--- config.mk ---
export PLATFORM = sky130hd
export DESIGN_NAME = dpmem_burst_reader
export DESIGN_NICKNAME = d
export VERILOG_FILES = /design/src/rtl/dpmem_burst_reader_pkg.sv /design/src/rtl/dpmem_skid2.sv /design/src/rtl/dpmem_burst_reader.sv
export SDC_FILE = /design/constraint.sdc
export NUM_CORES = 1
export LEC_CHECK = 0
export ABC_CLOCK_PERIOD_IN_PS = 2400
export CORE_MARGIN = 2
export CORE_UTILIZATION = 45
export DETAILED_ROUTE_END_ITERATION = 10
export GPL_ROUTABILITY_DRIVEN = 1
export PLACE_DENSITY = 0.74
export RECOVER_POWER = 50
export SLEW_MARGIN = 20
export SYNTH_ARGS = -nofsm -noshare
export SYNTH_HDL_FRONTEND = slang
export SYNTH_SLANG_ARGS = --single-unit
--- constraint.sdc ---
create_clock -name Clk -period 2.4 [get_ports Clk]
set_input_delay 0.36 -clock Clk [delete_from_list [all_inputs] [get_ports Clk]]
set_output_delay 0.36 -clock Clk [all_outputs]
set_load 0.01 [all_outputs]
--- src/rtl/dpmem_burst_reader_pkg.sv ---
// Shared defaults and FSM state encoding for the dual-port memory burst reader.
package dpmem_burst_reader_pkg;
  localparam int DEF_WIDTH     = 8;
  localparam int DEF_ADD_WIDTH = 4;

  typedef enum logic [1:0] {
    ST_IDLE  = 2'd0,
    ST_RUN   = 2'd1,
    ST_DRAIN = 2'd2
  } dpmem_state_e;
endpackage

--- src/rtl/dpmem_skid2.sv ---
// Two-entry FIFO that holds words returned by the memory until the consumer accepts them.
module dpmem_skid2
  import dpmem_burst_reader_pkg::*;
#(
  parameter int WIDTH = DEF_WIDTH
) (
  input  logic             Clk,
  input  logic             Rst,
  input  logic             Wr,
  input  logic [WIDTH-1:0] Wdata,
  input  logic             Pop,
  output logic [1:0]       Count,
  output logic [WIDTH-1:0] Rdata
);
  logic [WIDTH-1:0] mem [2];
  logic             wptr;
  logic             rptr;

  always_ff @(posedge Clk) begin
    if (Rst) begin
      mem[0] <= '0;
      mem[1] <= '0;
      wptr   <= 1'b0;
      rptr   <= 1'b0;
      Count  <= 2'd0;
    end else begin
      if (Wr) begin
        mem[wptr] <= Wdata;
        wptr      <= ~wptr;
      end
      if (Pop) rptr <= ~rptr;
      case ({Wr, Pop})
        2'b10:   Count <= Count + 2'd1;
        2'b01:   Count <= Count - 2'd1;
        default: Count <= Count;
      endcase
    end
  end

  assign Rdata = mem[rptr];
endmodule

--- src/rtl/dpmem_burst_reader.sv ---
// Reads a burst of Len words from a registered-output memory and streams them out
// with valid/ready flow control, never letting more than two words be in flight.
module dpmem_burst_reader
  import dpmem_burst_reader_pkg::*;
#(
  parameter int WIDTH     = DEF_WIDTH,
  parameter int ADD_WIDTH = DEF_ADD_WIDTH
) (
  input  logic                 Clk,
  input  logic                 Rst,
  input  logic                 Start,
  input  logic [ADD_WIDTH-1:0] StartAdd,
  input  logic [ADD_WIDTH:0]   Len,
  output logic                 Busy,
  output logic                 Done,
  output logic                 Ren,
  output logic [ADD_WIDTH-1:0] Radd,
  input  logic [WIDTH-1:0]     Memout,
  output logic [WIDTH-1:0]     Dataout,
  output logic                 Dvalid,
  input  logic                 Dready,
  output dpmem_state_e         State
);
  dpmem_state_e         state;
  dpmem_state_e         state_nxt;
  logic [ADD_WIDTH-1:0] add_cnt;
  logic [ADD_WIDTH:0]   rem_cnt;
  logic                 pend;
  logic [1:0]           buf_cnt;
  logic [WIDTH-1:0]     buf_data;
  logic [2:0]           outst;
  logic                 start_ok;
  logic                 pop;
  logic                 buf_wr;
  logic                 buf_pop;

  // Stream handshake: a word moves when Dvalid && Dready in the same cycle;
  // Dvalid never depends on Dready and Dataout holds while Dvalid && !Dready.
  assign start_ok = (state == ST_IDLE) && Start && (Len != '0);
  assign outst    = {1'b0, buf_cnt} + {2'b00, pend};
  assign Dvalid   = (outst != 3'd0);
  // The word arriving on Memout is presented directly when the buffer is empty,
  // which gives the two-cycle Start-to-Dvalid latency.
  assign Dataout  = (buf_cnt != 2'd0) ? buf_data : (pend ? Memout : '0);
  assign pop      = Dvalid && Dready;
  assign buf_wr   = pend && !((buf_cnt == 2'd0) && pop);
  assign buf_pop  = pop && (buf_cnt != 2'd0);
  assign Busy     = (state != ST_IDLE);
  assign Radd     = add_cnt;
  assign State    = state;

  always_comb begin
    state_nxt = state;
    Ren       = 1'b0;
    Done      = 1'b0;
    case (state)
      ST_IDLE: begin
        if (start_ok) state_nxt = ST_RUN;
      end
      ST_RUN: begin
        if (outst < 3'd2) begin
          Ren = 1'b1;
          if (rem_cnt == (ADD_WIDTH+1)'(1)) state_nxt = ST_DRAIN;
        end
      end
      ST_DRAIN: begin
        if (pop && (outst == 3'd1)) begin
          Done      = 1'b1;
          state_nxt = ST_IDLE;
        end
      end
      default: state_nxt = ST_IDLE;
    endcase
  end

  always_ff @(posedge Clk) begin
    if (Rst) begin
      state   <= ST_IDLE;
      add_cnt <= '0;
      rem_cnt <= '0;
      pend    <= 1'b0;
    end else begin
      state <= state_nxt;
      pend  <= Ren;
      if (start_ok) begin
        add_cnt <= StartAdd;
        rem_cnt <= Len;
      end else if (Ren) begin
        add_cnt <= add_cnt + ADD_WIDTH'(1);
        rem_cnt <= rem_cnt - (ADD_WIDTH+1)'(1);
      end
    end
  end

  dpmem_skid2 #(.WIDTH(WIDTH)) u_skid (
    .Clk   (Clk),
    .Rst   (Rst),
    .Wr    (buf_wr),
    .Wdata (Memout),
    .Pop   (buf_pop),
    .Count (buf_cnt),
    .Rdata (buf_data)
  );
endmodule
==> results of run 1 <==
[cells in the mapped netlist (2+ instances only)]
master	n
a211oi_1	4
a21oi_1	5
a311oi_1	2
and2_1	16
clkbuf_1	5
dfxtp_1	17
edfxtp_1	16
ha_1	7
inv_1	6
mux2i_1	8
nand2_1	10
nand3_1	10
nand3b_1	2
nor2_1	14
nor3_1	2
nor3_2	2
o21ai_0	10
o21bai_1	2
or3_1	2
xnor2_1	4
xor2_1	4
[timing repair]
item                                    4_1_cts  5_1_grt
endpoints found under the setup margin        1        2
pin swaps                                     0        0
gates resized for setup                       2        2
endpoints found under the hold margin         0        0
[through the flow]
| step | utilization [%] | worst slack [ns] |
|---|---|---|
| CTS | 62.6 | 0.0455 |
| global route | 61.9 | 0.0130 |
| floorplan | - | 0.103 |
| detailed placement | 60.3 | 0.0988 |
| finish | 61.9 | 0.129 |
| global placement | 60.3 | 0.278 |
[power by group]
part / switching (mW) / internal, mW / total [mW]
clock network: 0.178 / 0.206 / 0.384
registers: 0.0372 / 0.639 / 0.676
logic: 0.178 / 0.177 / 0.354
[metal layers]
metal	GRT usage (%)	up-vias	share of wire, %
met5	0	-	0
li1	-	696	-
met2	33.7	41	51
met4	4.43	0	1.0
met1	21.8	642	42
met3	5.31	5	5.3
[final cells by class]
class,count,area share (%)
clock buffer,8,3.54
tap,48,2.65
timing repair buffer,51,19.8
sequential,33,36.2
multi-input combinational,120,36.7
inverter,6,0.994
[cells by family after synthesis]
group / count (synthesis) / synth area share (%)
multiplexers: 8 / 4.70
buffers and inverters: 13 / 3.37
adder cells (fa/ha/maj): 7 / 5.14
AO/OA/AOI/OAI: 33 / 14.0
AND/OR/NAND/NOR: 64 / 20.5
XOR/XNOR: 8 / 4.11
flip-flops: 33 / 48.1
[flip-flops by register name, summed over array words and instances (netlist names), named ones only]
name and flops:
Radd 4, State 2, pend 1, rem_cnt 5, u_skid.Count 2, u_skid.mem 16, u_skid.rptr 1, u_skid.wptr 1
[tightest hold or removal path: stages (launching register included)]
cell,delay (ns)
dfxtp_1,0.31
o311ai_0,0.09
a21oi_1,0.07
[worst max-delay path by stage]
stage	cells after the start	end	slack, ns	start
after floorplan	8	u_skid.Count[1]	0.10	u_skid.Count[0]
after CTS	5	Dvalid	0.05	pend
after global routing	7	Done	0.01	pend
after detailed placement	7	Done	0.1	pend
final	7	Done	0.13	pend
after global placement	7	Done	0.28	pend
==> run metrics, run 1 <==
routed vias=1384; first-pass GRT wire length=6190 µm; static leakage=0.833 nW; Max Buffers Root-to-Sink=2; final period utilization=94.6%; GP Congestion=0.751; Die X=65.6 µm; HP Start=rem_cnt[4]; Core Footprint=0.00366 mm²; CTS tree=yes; biggest area consumer among synthesized cells=edfxtp_1; Post-Place Cells=258; final non-filler cell total=266; vias per cell=5.20; Slew HR=63.4%; DRT antenna net count=0; Final Critical Period=2.27 ns; I/O Pins=39; Post-CTS Setup Bufs=0; commonest non-fill, non-tap cell in the layout=clkdlybuf4s50_1; post-route cell area=0.00226 mm²; asr flop ratio synth=0%; pins over their slew limit=0; max-capacitance violation count=0; Top Family by Delay on Critical Path=adder cells; RSZ-0062 raised after global routing=no; Worst Tran Pin Value=0.549 ns; WP data required=2.04 ns; layout cells sized above 1=11.0%; CP Capture Type=output port; Reg area=821 µm²; H-tree Lvls=2; hold_buf cts=0; vias in the first global route=1394; status=complete, no violations; Root Driver=clkbuf_8; most frequent CP cell=ha_1; fmax=440 MHz; Final Skew=0.00357 ns; Max FO, Critical Path=3; Cell Rows=22; residual DRC count=0; Yosys reg bits=33; Clock Latency Late Sink=0.27 ns; CP Data Arrival Time=1.91 ns; Wirelength per Cell=14.0 µm; Routed WL=3720 µm; GRT Overall Usage=18.7%; Setup CP Type=reg -> out; Starting Density=46.6%; area grow syn2layout=32.8%; largest net degree at the start of global routing=18; # setup viols final=0; cell area power density=625 mW/mm²; Worst path max stage delay=0.34 ns; # port buffers=38; Post-layout nets=245; Peak VDD IR=0.000386 V; cell area after synthesis=0.00171 mm²; filler cell count=310; Setup TNS Final=0 ns; die span in y=65.6 µm; DRT Pass-1 Iters=4; worst min path class=reg -> reg; total gr overflow=0; Initial DRC Count=47; Synth cell types=39; Reg clk slew, reported paths=0.06 ns; worst hold stages=2; most frequent cells in the layout=clkdlybuf4s50_1, dfxtp_1, and2_1, edfxtp_1, nor2_1; CP Cell Sequence=ha_1 -> inv_1 -> ha_1 -> nor2_1 -> nand3_1 -> nor3b_2 -> dlygate4sd2_1; Critical-path top delay cell=dfxtp_1; initial antenna violation count=0; post-synth top area share=28.2%; syn_area_per_cell=10.3 µm²; Die ar.=0.00430 mm²; crit path buf inv count=2; Final Hold Vio Count=0; cell count of the worst reg-to-reg path=8; CTS buffer count=5; Seq/Total Area, Yosys=48.1%; R2R Path End=u_skid.Count[1]; post-place instance area=0.00221 mm²; area of the multi-input gates=832 µm²; Design Power=1.41 mW; number of synthesized flops with an enable pin=16; WHS=0.516 ns; yosys warns=0; ys flop type=dfxtp_1; Sinks on Clock Net=33; Mapped Nets=194; Syn Inst Count=166; synth top area cells=edfxtp_1, dfxtp_1, and2_1, ha_1, mux2i_1; register-to-register path setup slack=0.18 ns; WHS Endpoint=rem_cnt[4]; Worst Setup Start Kind=register; HPWL reported at the end of detailed placement=2720 µm; n_diodes=0; reg2reg start=pend
Power figures use the tool's default switching activity.
==> inputs of run 2 (changes only) <==
ABC_CLOCK_PERIOD_IN_PS = 2029   (was 2400)
CORE_UTILIZATION = 40   (was 45)
PLACE_DENSITY = 0.67   (was 0.74)
clock period = 2.03 ns   (was 2.4 ns; I/O delays follow)
==> run 2 against run 1 <==
Die area grew 12%. Final area grew 5.6%. Power grew 21%. Global-route usage shrank 1.4 points. Via count grew 4.9%. Clock skew is essentially flat. Final cell count grew 2.3%. Sequential share of layout area shrank 1.5 points. Clock-buffer cell count shrank 2. Routed wire length grew 7.0%. Critical path depth grew 1. Largest cell class unchanged.
==> run metrics, run 2 (same netlist as run 1, synthesis figures left out) <==
status=complete, no violations; fmax=503 MHz; DRT Pass-1 Iters=4 (unchanged); RSZ-0062 raised after global routing=yes; Core Footprint=0.00406 mm² (+11%); GRT Overall Usage=17.3% (-1.4 points); Setup CP Type=reg -> reg; CP Data Arrival Time=1.98 ns (+0.07 ns); Largest Register=u_skid.mem; WHS=0.513 ns (-0.00325 ns); Clock Latency Late Sink=0.29 ns (+0.02 ns); most frequent cells in the layout=clkdlybuf4s50_1, and2_1, edfxtp_1; CTS tree=yes; P_int=1.22 mW (+19%); Slew HR=72.7% (+9.3 points); static leakage=0.921 nW (+11%); Sinks on Clock Net=33 (unchanged); Starting Density=42.0% (-4.6 points); layout cells sized above 1=18.9% (+7.9 points); WP data required=2.02 ns (-0.02 ns); Final Hold Vio Count=0 (unchanged); Cell Rows=23 (+4.5%); vias in the first global route=1426 (+2.3%); cell area power density=716 mW/mm² (+15%); Initial DRC Count=62 (+32%); total gr overflow=0 (unchanged); HPWL reported at the end of detailed placement=2810 µm (+3.3%); Wirelength per Cell=14.6 µm (+4.6%); Final Skew=0.00402 ns (+0.000448 ns); # setup viols final=0 (unchanged); CP Capture Type=register; first-pass GRT wire length=6580 µm (+6.3%); Final Critical Period=1.99 ns; hold_buf cts=0 (unchanged); P_sw=498 µW (+27%); final setup margin=0.0405 ns (-0.0888 ns); register share of total power=46.6% (-1.2 points); Max Buffers Root-to-Sink=2 (unchanged); routed vias=1452 (+4.9%); max-capacitance violation count=0 (unchanged); dpl ws=-0.0602 ns (-0.159 ns); Die X=69.3 µm (+5.7%); area grow syn2layout=40.2%; vias per cell=5.34 (+2.6%); final period utilization=98.0%; GP Congestion=0.743 (-1.1%); max reg flops=16 (unchanged); switch share=29.1% (+1.3 points); I/O Pins=39 (unchanged); Worst Tran Pin Value=0.409 ns (-0.141 ns); DRT antenna net count=0 (unchanged); H-tree Lvls=2 (unchanged); clock power share=26.7% (-0.4 points); initial antenna violation count=0 (unchanged); worst min path class=reg -> reg; commonest non-fill, non-tap cell in the layout=clkdlybuf4s50_1; residual DRC count=0 (unchanged); Post-layout nets=250 (+2.0%); die span in y=69.3 µm (+5.7%); n_diodes=0 (unchanged); Root Driver=clkbuf_8; CTS buffer count=5 (unchanged); # port buffers=38 (unchanged); largest net degree at the start of global routing=13 (-5); Peak VDD IR=0.000381 V (-1.3%); combinational share of power=26.7% (+1.7 points); pins over their slew limit=0 (unchanged); Max FO, Critical Path=8 (+5); Die ar.=0.00480 mm² (+12%); Routed WL=3970 µm (+7.0%); Worst Setup Start Kind=register; Reg clk slew, reported paths=0.06 ns (about the same)
[run 2: cell count changes in the layout (fill, tap and decap cells not counted), sizes merged, moves of 7 or more]
cell	before	now
clkdlybuf4s50	29	19
buf	5	16
dlygate4sd2	1	9
clkbuf	16	9
[run 2: power by group through the flow]
stage	registers (mW)	logic (mW)	clock network, mW
finish	0.799	0.458	0.457
global route	0.804	0.502	0.496
CTS	0.799	0.476	0.467
detailed placement	0.813	0.470	0
global placement	0.809	0.454	0
floorplan	0.815	0.243	0
[run 2: cell type report]
class	count	area, µm²
flip-flops and latches	33	830
multi-input cells	120	895
repair buffers	56	505
fillers	358	1670
clock buffers	6	72.6
well taps	50	62.6
inverters	6	22.5
clock inverters	1	3.75
[run 2: worst paths after layout]
kind / slack [ns] / start / cells after the start / endpoint
min: 0.51 / u_skid.rptr / 2 / register
max: 0.04 / u_skid.Count[0] / 8 / u_skid.mem[1][6]
max reg2reg: 0.04 / u_skid.Count[0] / 8 / u_skid.mem[1][6]
min reg2reg: 0.51 / u_skid.rptr / 2 / register
[run 2: stage by stage]
step / setup TNS, ns / cells / utilization (%) / cell area [µm²] / power [mW]
after floorplan: -0.312 / 166 / - / 1760 / 1.06
after global placement: -0.00151 / 263 / 56.6 / 2300 / 1.26
after detailed placement: -0.148 / 263 / 56.6 / 2300 / 1.28
after CTS: 0 / 272 / 59.5 / 2410 / 1.74
after global routing: -0.517 / 272 / 58.9 / 2390 / 1.80
final: 0 / 272 / 58.9 / 2390 / 1.71
[run 2: repair_timing]
item | CTS | global route
pin swaps | 6 | 4
endpoints found under the setup margin | 12 | 19
resized for setup | 23 | 3
setup buffers | 1 | 0
cloned | 1 | 0
[run 2: worst max-delay path, stage by stage (launching register included)]
cell      delay (ns)
dfxtp_4         0.35
ha_4            0.16
inv_2           0.05
ha_4            0.20
o31ai_4         0.30
o31ai_4         0.12
buf_4           0.17
o21bai_1        0.13
buf_4           0.20
[run 2: layer usage]
layer | wire [µm] | global-route usage [%]
met1 | 1680 | 20.3
met2 | 2050 | 30.1
met3 | 210 | 3.92
met4 | 33 | 7.19
met5 | 0 | 0
